===== config.mk =====
export PLATFORM = sky130hd
export DESIGN_NAME = tt_um_emern_frame_ctrl_flat
export DESIGN_NICKNAME = d
export VERILOG_FILES = /design/src/rtl/tt_um_emern_frame_ctrl_if.sv /design/src/rtl/tt_um_emern_frame_ctrl.sv /design/src/flat_wrapper.sv
export SDC_FILE = /design/constraint.sdc
export NUM_CORES = 1
export LEC_CHECK = 0
export ABC_AREA = 1
export BUFFER_PORTS_ARGS = -buffer_cell sky130_fd_sc_hd__buf_4
export CORE_MARGIN = 10
export CORE_UTILIZATION = 35
export CTS_CLUSTER_DIAMETER = 80
export CTS_CLUSTER_SIZE = 40
export DETAILED_ROUTE_END_ITERATION = 6
export MAX_ROUTING_LAYER = met4
export SLEW_MARGIN = 40
export SYNTH_ARGS = -nofsm -noshare
export SYNTH_HDL_FRONTEND = slang
export SYNTH_SLANG_ARGS = --single-unit

===== constraint.sdc =====
create_clock -name clk -period 2.4 [get_ports clk]
set_clock_uncertainty 0.05 [all_clocks]
set_input_delay 0.12 -clock clk [delete_from_list [all_inputs] [get_ports clk]]
set_output_delay 0.12 -clock clk [all_outputs]
set_load 0.01 [all_outputs]

===== src/rtl/tt_um_emern_frame_ctrl_if.sv =====
// Byte-serial descriptor port for the frame sequencer.
interface tt_um_emern_frame_ctrl_if;
  logic       cfg_valid;
  logic       cfg_sof;
  logic [7:0] cfg_data;
  logic       cfg_ready;

  modport master (output cfg_valid, cfg_sof, cfg_data, input cfg_ready);
  modport slave  (input cfg_valid, cfg_sof, cfg_data, output cfg_ready);
endinterface


===== src/rtl/tt_um_emern_frame_ctrl.sv =====
// Frame sequencer: VGA scan timing, descriptor shadow loader and
// vblank-synchronous commit of live pixel-core parameters.
// Optional: define FRAME_COUNT_EN to add an 8-bit frame_count output.
module tt_um_emern_frame_ctrl #(
  parameter int H_ACTIVE = 640,
  parameter int H_FP     = 16,
  parameter int H_SYNC   = 96,
  parameter int H_BP     = 48,
  parameter int V_ACTIVE = 480,
  parameter int V_FP     = 10,
  parameter int V_SYNC   = 2,
  parameter int V_BP     = 33
) (
  input  logic                            clk,
  input  logic                            rst_n,
  tt_um_emern_frame_ctrl_if.slave         cfg,
  output logic [8:0]                      pixel_row,
  output logic [9:0]                      pixel_col,
  output logic [1:0]                      cmp_en,
  output logic [5:0]                      background_color,
  output logic [11:0]                     poly_color,
  output logic [13:0]                     v0_x,
  output logic [13:0]                     v1_x,
  output logic [13:0]                     v2_x,
  output logic [11:0]                     v0_y,
  output logic [11:0]                     v1_y,
  output logic [11:0]                     v2_y,
  output logic                            hsync,
  output logic                            vsync,
  output logic                            de,
`ifdef FRAME_COUNT_EN
  output logic [7:0]                      frame_count,
`endif
  output logic                            swap_pulse
);

  localparam logic [9:0] HA   = 10'(H_ACTIVE);
  localparam logic [9:0] HS0  = 10'(H_ACTIVE + H_FP);
  localparam logic [9:0] HS1  = 10'(H_ACTIVE + H_FP + H_SYNC);
  localparam logic [9:0] HMAX = 10'(H_ACTIVE + H_FP + H_SYNC + H_BP - 1);
  localparam logic [9:0] VA   = 10'(V_ACTIVE);
  localparam logic [9:0] VS0  = 10'(V_ACTIVE + V_FP);
  localparam logic [9:0] VS1  = 10'(V_ACTIVE + V_FP + V_SYNC);
  localparam logic [9:0] VMAX = 10'(V_ACTIVE + V_FP + V_SYNC + V_BP - 1);
  // Descriptor bits above 97 are never used, so they are not stored.
  localparam int LIVE_W = 98;

  typedef enum logic {LOAD, PENDING} state_t;

  state_t              state_q, state_d;
  logic [9:0]          h_cnt_q, h_cnt_d, v_cnt_q, v_cnt_d;
  logic [3:0]          byte_cnt_q, byte_cnt_d, wr_idx;
  logic [LIVE_W-1:0]   shadow_q, shadow_d, live_q, live_d;
  logic                hsync_q, vsync_q, de_q, swap_q, swap_d;
  logic                hsync_raw, vsync_raw, de_raw, swap_evt, xfer;

  // Scan counters: h wraps every line, v advances on each h wrap.
  always_comb begin
    h_cnt_d = h_cnt_q + 10'd1;
    v_cnt_d = v_cnt_q;
    if (h_cnt_q == HMAX) begin
      h_cnt_d = '0;
      v_cnt_d = (v_cnt_q == VMAX) ? '0 : v_cnt_q + 10'd1;
    end
  end

  // Raw strobes and pixel coordinates straight from the counters.
  always_comb begin
    hsync_raw = !(h_cnt_q >= HS0 && h_cnt_q < HS1);
    vsync_raw = !(v_cnt_q >= VS0 && v_cnt_q < VS1);
    de_raw    = (h_cnt_q < HA) && (v_cnt_q < VA);
    swap_evt  = (h_cnt_q == '0) && (v_cnt_q == VA);
    pixel_col = (h_cnt_q < HA) ? h_cnt_q : '0;
    pixel_row = (v_cnt_q < VA) ? v_cnt_q[8:0] : '0;
  end

  // Loader FSM: fill shadow bytewise, then wait for vblank to commit.
  always_comb begin
    state_d       = state_q;
    byte_cnt_d    = byte_cnt_q;
    shadow_d      = shadow_q;
    live_d        = live_q;
    swap_d        = 1'b0;
    cfg.cfg_ready = (state_q == LOAD);
    xfer          = cfg.cfg_valid && (state_q == LOAD);
    wr_idx        = cfg.cfg_sof ? 4'd0 : byte_cnt_q;
    case (state_q)
      LOAD: begin
        // A last byte landing on the swap clock itself commits next vblank,
        // since the commit only looks at PENDING.
        if (xfer) begin
          for (int i = 0; i < LIVE_W; i++)
            if (4'(i / 8) == wr_idx) shadow_d[7'(i)] = cfg.cfg_data[3'(i % 8)];
          if (!cfg.cfg_sof && byte_cnt_q == 4'd12) begin
            state_d    = PENDING;
            byte_cnt_d = '0;
          end else begin
            byte_cnt_d = wr_idx + 4'd1;
          end
        end
      end
      PENDING: begin
        if (swap_evt) begin
          live_d  = shadow_q;
          swap_d  = 1'b1;
          state_d = LOAD;
        end
      end
      default: state_d = LOAD;
    endcase
  end

  // State, counters, descriptor storage and one-cycle-delayed strobes.
  always_ff @(posedge clk or negedge rst_n) begin
    if (!rst_n) begin
      state_q    <= LOAD;
      h_cnt_q    <= '0;
      v_cnt_q    <= '0;
      byte_cnt_q <= '0;
      shadow_q   <= '0;
      live_q     <= '0;
      hsync_q    <= 1'b1;
      vsync_q    <= 1'b1;
      de_q       <= 1'b0;
      swap_q     <= 1'b0;
    end else begin
      state_q    <= state_d;
      h_cnt_q    <= h_cnt_d;
      v_cnt_q    <= v_cnt_d;
      byte_cnt_q <= byte_cnt_d;
      shadow_q   <= shadow_d;
      live_q     <= live_d;
      hsync_q    <= hsync_raw;
      vsync_q    <= vsync_raw;
      de_q       <= de_raw;
      swap_q     <= swap_d;
    end
  end

`ifdef FRAME_COUNT_EN
  logic [7:0] frame_count_q, frame_count_d;

  // Frame counter bumps on every swap event, committed or not.
  always_comb begin
    frame_count_d = frame_count_q;
    if (swap_evt) frame_count_d = frame_count_q + 8'd1;
  end

  // Frame counter register.
  always_ff @(posedge clk or negedge rst_n) begin
    if (!rst_n) frame_count_q <= '0;
    else        frame_count_q <= frame_count_d;
  end

  assign frame_count = frame_count_q;
`endif

  assign hsync            = hsync_q;
  assign vsync            = vsync_q;
  assign de               = de_q;
  assign swap_pulse       = swap_q;
  assign poly_color       = live_q[11:0];
  assign v0_x             = live_q[25:12];
  assign v0_y             = live_q[37:26];
  assign v1_x             = live_q[51:38];
  assign v1_y             = live_q[63:52];
  assign v2_x             = live_q[77:64];
  assign v2_y             = live_q[89:78];
  assign cmp_en           = live_q[91:90];
  assign background_color = live_q[97:92];

endmodule


===== src/flat_wrapper.sv =====
// flat-port wrapper written by rule: the top's interface ports become plain ports
module tt_um_emern_frame_ctrl_flat 
#(
  parameter int H_ACTIVE = 640,
  parameter int H_FP     = 16,
  parameter int H_SYNC   = 96,
  parameter int H_BP     = 48,
  parameter int V_ACTIVE = 480,
  parameter int V_FP     = 10,
  parameter int V_SYNC   = 2,
  parameter int V_BP     = 33
)
  (clk, rst_n, pixel_row, pixel_col, cmp_en, background_color, poly_color, v0_x, v1_x, v2_x, v0_y, v1_y, v2_y, hsync, vsync, de, swap_pulse, cfg_cfg_valid, cfg_cfg_sof, cfg_cfg_data, cfg_cfg_ready);
  tt_um_emern_frame_ctrl_if cfg_i ();
  input  logic clk;
  input  logic rst_n;
  output logic [8:0] pixel_row;
  output logic [9:0] pixel_col;
  output logic [1:0] cmp_en;
  output logic [5:0] background_color;
  output logic [11:0] poly_color;
  output logic [13:0] v0_x;
  output logic [13:0] v1_x;
  output logic [13:0] v2_x;
  output logic [11:0] v0_y;
  output logic [11:0] v1_y;
  output logic [11:0] v2_y;
  output logic hsync;
  output logic vsync;
  output logic de;
  output logic swap_pulse;
  input wire logic [$bits(cfg_i.cfg_valid)-1:0] cfg_cfg_valid;
  input wire logic [$bits(cfg_i.cfg_sof)-1:0] cfg_cfg_sof;
  input wire logic [$bits(cfg_i.cfg_data)-1:0] cfg_cfg_data;
  output wire logic [$bits(cfg_i.cfg_ready)-1:0] cfg_cfg_ready;
  assign cfg_i.cfg_valid = cfg_cfg_valid;
  assign cfg_i.cfg_sof = cfg_cfg_sof;
  assign cfg_i.cfg_data = cfg_cfg_data;
  assign cfg_cfg_ready = cfg_i.cfg_ready;
  tt_um_emern_frame_ctrl #(.H_ACTIVE(H_ACTIVE), .H_FP(H_FP), .H_SYNC(H_SYNC), .H_BP(H_BP), .V_ACTIVE(V_ACTIVE), .V_FP(V_FP), .V_SYNC(V_SYNC), .V_BP(V_BP)) u_core (.clk(clk), .rst_n(rst_n), .cfg(cfg_i), .pixel_row(pixel_row), .pixel_col(pixel_col), .cmp_en(cmp_en), .background_color(background_color), .poly_color(poly_color), .v0_x(v0_x), .v1_x(v1_x), .v2_x(v2_x), .v0_y(v0_y), .v1_y(v1_y), .v2_y(v2_y), .hsync(hsync), .vsync(vsync), .de(de), .swap_pulse(swap_pulse));
endmodule

Word level (Yosys, flattened, before mapping)

Cells that the tools add are included.

Flip-flop bits (word level): 93
Latch bits: 0
Memory bits (writable): 0
Bits in read-only memories: 0
Output and inout bits: 122
Memories kept: 0

Add/sub/neg operators: 3
Multiply operators: 0
Div/mod/pow operators: 0
Order comparisons: 6
Equality and inequality tests: 11
Shift operators: 0
Mux-type cells: 12
Bitwise operators: 1
Reductions and logical operators: 21

Operator list:

| operator                                              | count |
|---|---|
| two-way mux 10 bit                                    | 3 |
| AND reduction 3 bit                                   | 8 |
| adder 10 x 1 -> 10 bit (second input constant)        | 2 |
| == test 10 bit (second input constant)                | 2 |
| < comparator 10 bit (second input constant)           | 2 |
| < comparator 10 x 9 -> 1 bit (second input constant)  | 2 |
| == test 3 x 4 -> 1 bit (first input constant)         | 4 |
| == test 10 x 9 -> 1 bit (second input constant)       | 1 |
| >= comparator 10 bit (second input constant)          | 1 |
| >= comparator 10 x 9 -> 1 bit (second input constant) | 1 |
| logical NOT 10 bit                                    | 1 |
| two-way mux 9 bit                                     | 1 |
| == test 2 x 4 -> 1 bit (first input constant)         | 2 |
| two-way mux 4 bit                                     | 2 |
| logical AND 1 bit                                     | 6 |
| two-way mux 1 bit                                     | 5 |
| adder 4 x 1 -> 4 bit (second input constant)          | 1 |
| == test 1 x 4 -> 1 bit (first input constant)         | 1 |
| == test 4 bit (second input constant)                 | 1 |
| logical NOT 4 bit                                     | 1 |
| AND reduction 2 bit                                   | 2 |
| logical NOT 1 bit                                     | 3 |
| case mux 1 bit (2 select lines)                       | 1 |
| inverter 1 bit                                        | 1 |

Logic depth before layout (Yosys ltp)

Gate-level depths: netlist (run 1).

Word-level depth: 5
Gate-level depth with buffers: 9

Least setup slack after synthesis (run 1)

No wires, ideal clock.

Path type: reg-to-reg
Start point: register u_core.h_cnt_q[0]
End point: register u_core.live_q[2]
Setup time: 117 ps
Arrival: 1265 ps
Data required time: 2233 ps
Setup slack: 968 ps
Cell stages (with the launch flop): 9
Path buffers: 1
Cell sequence: dfrtp_1 > inv_1 > ha_1 > nand3b_1 > nor2_2 > nand3_4 > buf_6 > nand2_1 > nand2_1

Word-level cells in the longest chain between the ends: 3

RTL lines:

| what                          | RTL line                      | source |
|---|---|---|
| from (decl)                   | tt_um_emern_frame_ctrl.sv:51  | `logic [9:0] h_cnt_q, h_cnt_d, v_cnt_q, v_cnt_d;` |
| from (signal assigned)        | tt_um_emern_frame_ctrl.sv:128 | `h_cnt_q <= h_cnt_d;` |
| logical NOT 10 bit            | tt_um_emern_frame_ctrl.sv:72  | `swap_evt = (h_cnt_q == '0) && (v_cnt_q == VA);` |
| logical AND 1 bit             | tt_um_emern_frame_ctrl.sv:72  |  |
| AND reduction 2 bit (no line) | --                            |  |
| to (signal assigned)          | tt_um_emern_frame_ctrl.sv:132 | `live_q <= live_d;` |
| to (decl)                     | tt_um_emern_frame_ctrl.sv:53  | `logic [LIVE_W-1:0] shadow_q, shadow_d, live_q, live_d;` |

No other way between the ends.
A chain may end at the register's enable or synchronous reset.

Worst setup path in the final report (run 1)

Start point: register u_core.v_cnt_q[0]
End point: register u_core.live_q[16]

Word-level cells in the longest chain between the ends: 3

RTL lines:

| what                          | RTL line                      | source |
|---|---|---|
| from (decl)                   | tt_um_emern_frame_ctrl.sv:51  |  |
| from (signal assigned)        | tt_um_emern_frame_ctrl.sv:129 | `v_cnt_q <= v_cnt_d;` |
| == test 10 x 9 -> 1 bit       | tt_um_emern_frame_ctrl.sv:72  |  |
| logical AND 1 bit             | tt_um_emern_frame_ctrl.sv:72  |  |
| AND reduction 2 bit (no line) | --                            |  |

No other way between the ends.

==> results of run 1 <==
-- cell usage after synthesis --
| cell | n |
|---|---|
| a21oi_1 | 4 |
| a31oi_1 | 1 |
| and3_1 | 1 |
| buf_2 | 9 |
| buf_4 | 68 |
| buf_6 | 3 |
| conb_1 | 1 |
| dfrtp_1 | 91 |
| dfstp_2 | 2 |
| ha_1 | 8 |
| inv_1 | 53 |
| inv_2 | 3 |
| nand2_1 | 154 |
| nand3_1 | 12 |
| nand3_4 | 1 |
| nand3b_1 | 1 |
| nand4_1 | 34 |
| nor2_1 | 49 |
| nor2_2 | 5 |
| nor2_4 | 2 |
| nor3_4 | 1 |
| o211ai_1 | 1 |
| o21ai_0 | 45 |
| o22ai_1 | 2 |
| xor2_1 | 9 |
-- critical path, delay by kind of cell, from the launching register on --
family	cells	cell delay (ns)
adder cells (fa/ha/maj)	1	0.19
buffers and inverters	1	0.14
flip-flops	1	0.38
AND/OR/NAND/NOR	5	1.09
-- final timing paths --
path                                   startpoint                end  slack (ns)  cells past startpoint
worst min-delay path                cfg_cfg_valid     u_core.state_q        0.03                      3
worst max-delay path            u_core.v_cnt_q[0]  u_core.live_q[16]        0.43                      7
min in group asynchronous                   rst_n  u_core.live_q[57]        0.27                      2
worst min register to register   u_core.live_q[2]   u_core.live_q[2]        0.42                      2
worst max register to register  u_core.v_cnt_q[0]  u_core.live_q[16]        0.43                      7
max in group asynchronous                   rst_n  u_core.live_q[41]        1.41                      3
-- area by class of cell --
| cell class | count | share of cell area [%] |
|---|---|---|
| tap | 176 | 4.05 |
| sequential | 93 | 42.9 |
| clock buffer | 10 | 4.40 |
| timing repair buffer | 69 | 9.80 |
| inverter | 56 | 3.87 |
| clock inverter | 6 | 1.29 |
| multi-input combinational | 396 | 33.7 |
-- placed cells by master (no fill, tap or decap) --
cell	count
nand2_1	154
dfrtp_1	91
buf_4	67
conb_1	66
inv_1	53
nor2_1	49
o21ai_0	45
nand4_1	34
nand3_1	12
xor2_1	9
clkbuf_16	9
ha_1	8
nor2_2	5
a21oi_1	4
inv_2	3
nor2_4	2
o22ai_1	2
clkinv_4	2
inv_6	2
dfstp_2	2
and3_1	1
nand3b_1	1
nor3_4	1
nand3_4	1
o211ai_1	1
a31oi_1	1
clkinv_2	1
bufinv_16	1
clkbuf_8	1
dlygate4sd3_1	1
buf_12	1
-- report_power, final --
group | internal (mW) | switching [mW] | total (mW)
sequential | 1.75 | 0.102 | 1.85
combinational | 0.0984 | 0.210 | 0.308
clock | 0.845 | 0.616 | 1.46
-- cell families (layout without fill, tap and decap cells) --
kind of cell | after synthesis | in the layout | share of synthesized area [%]
adder cells (fa/ha/maj) | 8 | 8 | 2.12
flip-flops | 93 | 93 | 49.4
AO/OA/AOI/OAI | 53 | 53 | 5.75
AND/OR/NAND/NOR | 260 | 260 | 24.1
buffers and inverters | 136 | 141 | 16.9
XOR/XNOR | 9 | 9 | 1.67
other | 1 | 66 | 0.0795
-- flip-flops by register name, indices dropped and copies added (netlist names) --
signal and count:
u_core.byte_cnt_q 4, u_core.de 1, u_core.h_cnt_q 10, u_core.hsync 1, u_core.live_q 32, u_core.shadow_q 32, u_core.state_q 1, u_core.swap_pulse 1
u_core.v_cnt_q 10, u_core.vsync 1
-- stage by stage --
step           util (%)  setup slack [ns]
2_1_floorplan         -             0.968
3_3_place_gp       38.6             0.461
3_5_place_dp       38.6             0.406
4_1_cts            41.1             0.385
5_1_grt            41.1             0.216
6_report           41.1             0.427
-- layer usage --
layer	vias to the layer above	routed length [um]	track usage, %	part of all wire (%)
li1	1777	-	-	-
met1	1674	4680	14.3	43
met2	106	5240	20.1	48
met3	12	882	3.84	8.0
met4	0	170	4.38	1.5
met5	-	0	-	0
==> results.py, run 1 <==
metrics = {
    "status": {
        "outcome": "complete, no violations",
    },
    "setup_path": {
        "path_class": "register to register",
        "required_ns": 2.58,
        "crit_top_cell": "nand2_1",
        "cp_max_fo": 33,
        "cp-start-kind": "register",
        "critPathArrivalTime_ns": 2.15,
        "crit_slowest_cell": "nand3_4",
        "end_kind": "register",
        "path_cells": "inv_1 > ha_1 > nand3_1 > nor2_4 > nand3_4 > nand2_1 > nand2_1",
        "slowest_delay_ns": 0.41,
    },
    "final_layout": {
        "drive_gt1_share_pct": 15.6,
        "area_growth_pct": 15.2,
        "finish.instance_area_sq_um": 5440,
        "fin_cells": 806,
        "finalNetCount": 645,
        "regArea_sq_um": 2330,
        "n_fill_cell": 1360,
        "multi_input_area_sq_um": 1830,
        "diodes": 0,
    },
    "global_route": {
        "antenna_found_initial": 0,
        "grt_max_degree": 45,
        "grt_usage_pct": 12.4,
        "grt_pass1_vias": 3695,
        "grt_remaining_overflow": 0,
        "grt_pass1_wl_mm": 18.2,
    },
    "die": {
        "dieArea_sq_um": 18500,
        "ios": 134,
        "fp.coreArea_sq_um": 13200,
        "initial_utilization_pct": 35.6,
        "die_w_um": 136,
        "die_y_um": 136,
        "rows": 42,
    },
    "place": {
        "placed_area_sq_um": 5120,
        "hpwl_mm": 8.19,
        "dpl.cell_count": 789,
        "portBuffers": 63,
        "gp_congestion": 0.850,
    },
    "sta": {
        "hold_ws_ns": 0.0264,
        "slew_headroom_pct": 60.1,
        "drv_slew": 0,
        "rsz0062_at_grt": "no",
        "finalSetupViolCount": 0,
        "worst-slew-pin-transition_ns": 0.596,
        "hold_viol_final": 0,
        "finalCritPeriodShare_pct": 82.2,
        "min_period_ns": 1.97,
        "timing.setup.tns_ns": 0,
        "timing.fmax_ghz": 0.507,
    },
    "clocking": {
        "cts_setup_buffers": 0,
        "cts-htree-levels": 3,
        "clk_path_buf_depth": 2,
        "clk_pin_slew_ns": 0.07,
        "root_buffer": "clkbuf_16",
        "cts_hold_buf": 1,
        "insertion_delay_ns": 0.34,
        "clkSinkCount": 93,
        "numCtsBuffers": 9,
        "cts_tree": "done",
        "ctsResizeCount": 0,
    },
    "synth": {
        "ys_seq_area_share_pct": 49.4,
        "synth_area_sq_um": 4720,
        "avgSynthCellArea_sq_um": 8.43,
        "synthCells": 560,
        "synth.distinct_cells": 25,
        "ys_ff_latch": 93,
        "yosys_warnings": 0,
        "synthDominantCellAreaShare_pct": 48.3,
        "synth_area_leader_cell": "dfrtp_1",
        "yosys-top-cells-area": "dfrtp_1, nand2_1, buf_4",
    },
    "power": {
        "power_leakage_nw": 2.95,
        "power_density_nw_per_um2": 666,
        "irDropWorstVdd_mv": 0.322,
        "finalPower_mw": 3.62,
    },
    "detailed_routing": {
        "vias": 3569,
        "drc_errors": 0,
        "viasPerCell": 4.43,
        "ant_nets": 0,
        "dr.first_iter.drc_count": 202,
        "drt-pass1-iter-count": 5,
        "wl_mm": 11.0,
        "wl_per_cell_um": 13.6,
    },
    "run": {
        "max_cap_violations": 0,
    },
    "min_path": {
        "hp-class": "primary input to register",
    },
}
Power figures use the tool's default switching activity.
==> run 2, diff against run 1 <==
==> constraint.sdc (replaced) <==
create_clock -name clk -period 2 [get_ports clk]
set_clock_uncertainty 0.05 [all_clocks]
set_input_delay 0.1 -clock clk [delete_from_list [all_inputs] [get_ports clk]]
set_output_delay 0.1 -clock clk [all_outputs]
set_load 0.01 [all_outputs]
==> run 2 against run 1 <==
Die area stayed put. Final cell count is 0.25% higher. Non-clock buffer count is 2 higher.
==> results.py, run 2 (synthesis gave the netlist of run 1 again) <==
metrics = {
    "power": {
        "pwr-share-seq_pct": 51.6,
        "p_comb_share_pct": 8.6,
        "clock_power_share_pct": 39.8,
        "power_leakage_nw": 2.95,
        "p_switching_mw": 1.08,
        "p_sw_share_pct": 25.1,
        "irDropWorstVdd_mv": 0.381,
        "p_int_mw": 3.22,
        "power_density_nw_per_um2": 788,
    },
    "setup_path": {
        "path_class": "register to register",
        "cp-start-kind": "register",
        "end_kind": "register",
        "required_ns": 2.17,
        "critPathArrivalTime_ns": 1.94,
        "cp_max_fo": 33,
    },
    "sta": {
        "timing.setup.tns_ns": 0,
        "drv_slew": 0,
        "timing.fmax_ghz": 0.568,
        "hold_ws_ns": 0.0509,
        "finalCritPeriodShare_pct": 88.1,
        "finalSetupViolCount": 0,
        "worst-slew-pin-transition_ns": 0.513,
        "hold_viol_final": 0,
        "slew_headroom_pct": 65.8,
        "min_period_ns": 1.76,
        "rsz0062_at_grt": "no",
    },
    "final_layout": {
        "finalNetCount": 647,
        "drive_gt1_share_pct": 15.7,
        "diodes": 0,
        "reg_top3": "u_core.live_q: 32 flops, u_core.shadow_q: 32 flops",
        "area_growth_pct": 15.6,
        "layout_commonest_cell": "nand2_1",
        "n_fill_cell": 1357,
        "fin_cells": 808,
        "final_cell_mix": "nand2_1, dfrtp_1, buf_4",
    },
    "die": {
        "die_w_um": 136,
        "rows": 42,
        "dieArea_sq_um": 18500,
        "ios": 134,
        "fp.coreArea_sq_um": 13200,
        "die_y_um": 136,
        "initial_utilization_pct": 35.6,
    },
    "global_route": {
        "grt_pass1_vias": 3568,
        "grt_remaining_overflow": 0,
        "grt_pass1_wl_mm": 17.6,
        "antenna_found_initial": 0,
        "grt_usage_pct": 12.2,
        "grt_max_degree": 57,
    },
    "detailed_routing": {
        "drt-pass1-iter-count": 4,
        "viasPerCell": 4.35,
        "wl_per_cell_um": 13.4,
        "vias": 3513,
        "wl_mm": 10.9,
        "dr.first_iter.drc_count": 267,
        "ant_nets": 0,
        "drc_errors": 0,
    },
    "place": {
        "portBuffers": 63,
        "dpl.cell_count": 790,
        "hpwl_mm": 8.04,
        "gp_congestion": 0.827,
    },
    "clocking": {
        "cts-htree-levels": 3,
        "clk_pin_slew_ns": 0.07,
        "clkSinkCount": 93,
        "clk_path_buf_depth": 2,
        "root_buffer": "clkbuf_16",
        "numCtsBuffers": 9,
        "cts_setup_buffers": 0,
        "insertion_delay_ns": 0.34,
        "cts_tree": "done",
    },
    "min_path": {
        "hp-class": "primary input to register",
    },
    "run": {
        "max_cap_violations": 0,
    },
    "status": {
        "outcome": "complete, no violations",
    },
}
==> run 2: critical path, cell delays in order, from the launching register on <==
cell,delay [ns]
dfrtp_1,0.38
inv_1,0.13
ha_1,0.19
nand3_1,0.13
nor2_4,0.17
nand3_4,0.35
nand2_1,0.17
nand2_1,0.06
==> run 2: worst paths after layout <==
check                                       start                    to  slack [ns]  cells after the start
max in group asynchronous                   rst_n   u_core.shadow_q[11]        1.02                      3
worst max register to register  u_core.v_cnt_q[0]     u_core.live_q[49]        0.24                      7
min in group asynchronous                   rst_n     u_core.live_q[49]        0.23                      2
worst min-delay path                  cfg_cfg_sof  u_core.byte_cnt_q[0]        0.05                      3
worst min register to register  u_core.live_q[51]     u_core.live_q[51]        0.42                      2
worst max-delay path            u_core.v_cnt_q[0]     u_core.live_q[49]        0.24                      7
==> run 2: metrics by stage <==
| step | power, mW | util, % | setup WS, ns | area [sq um] |
|---|---|---|---|---|
| floorplan | 2.57 | - | 0.568 | 4960 |
| global placement | 2.59 | 38.7 | 0.295 | 5120 |
| detailed placement | 2.62 | 38.7 | 0.239 | 5120 |
| CTS | 4.35 | 41.1 | 0.126 | 5450 |
| global route | 4.54 | 41.2 | 0.0298 | 5460 |
| finish | 4.30 | 41.2 | 0.238 | 5460 |
==> run 2: what timing repair did <==
action / in CTS / in global routing
endpoints found under the hold margin: 36 / 0
hold buffers: 2 / 0
setup endpoints to repair: 0 / 2
resized for setup: 0 / 2
==> run 2: layout make-up <==
| type | instances | area, sq um | area share (%) |
|---|---|---|---|
| sequential | 93 | 2330 | 42.7 |
| multi-input combinational | 396 | 1840 | 33.8 |
| timing repair buffer | 71 | 551 | 10.1 |
| clock buffer | 11 | 243 | 4.45 |
| tap | 176 | 220 | 4.04 |
| inverter | 56 | 210 | 3.85 |
| clock inverter | 5 | 60.1 | 1.10 |
==> run 2: layer usage <==
layer	GRT usage (%)	wire length [um]	part of all wire [%]
met1	14.6	4780	44
met2	19.0	5130	47
met3	3.62	774	7.1
met4	4.62	177	1.6
met5	-	0	0
==> run 2: power by group through the flow <==
stage / Clock [mW] / Sequential (mW) / Combinational (mW)
3_5_place_dp: 0 / 2.25 / 0.365
6_report: 1.71 / 2.22 / 0.369
2_1_floorplan: 0 / 2.22 / 0.353
3_3_place_gp: 0 / 2.24 / 0.348
4_1_cts: 1.77 / 2.22 / 0.370
5_1_grt: 1.83 / 2.25 / 0.451
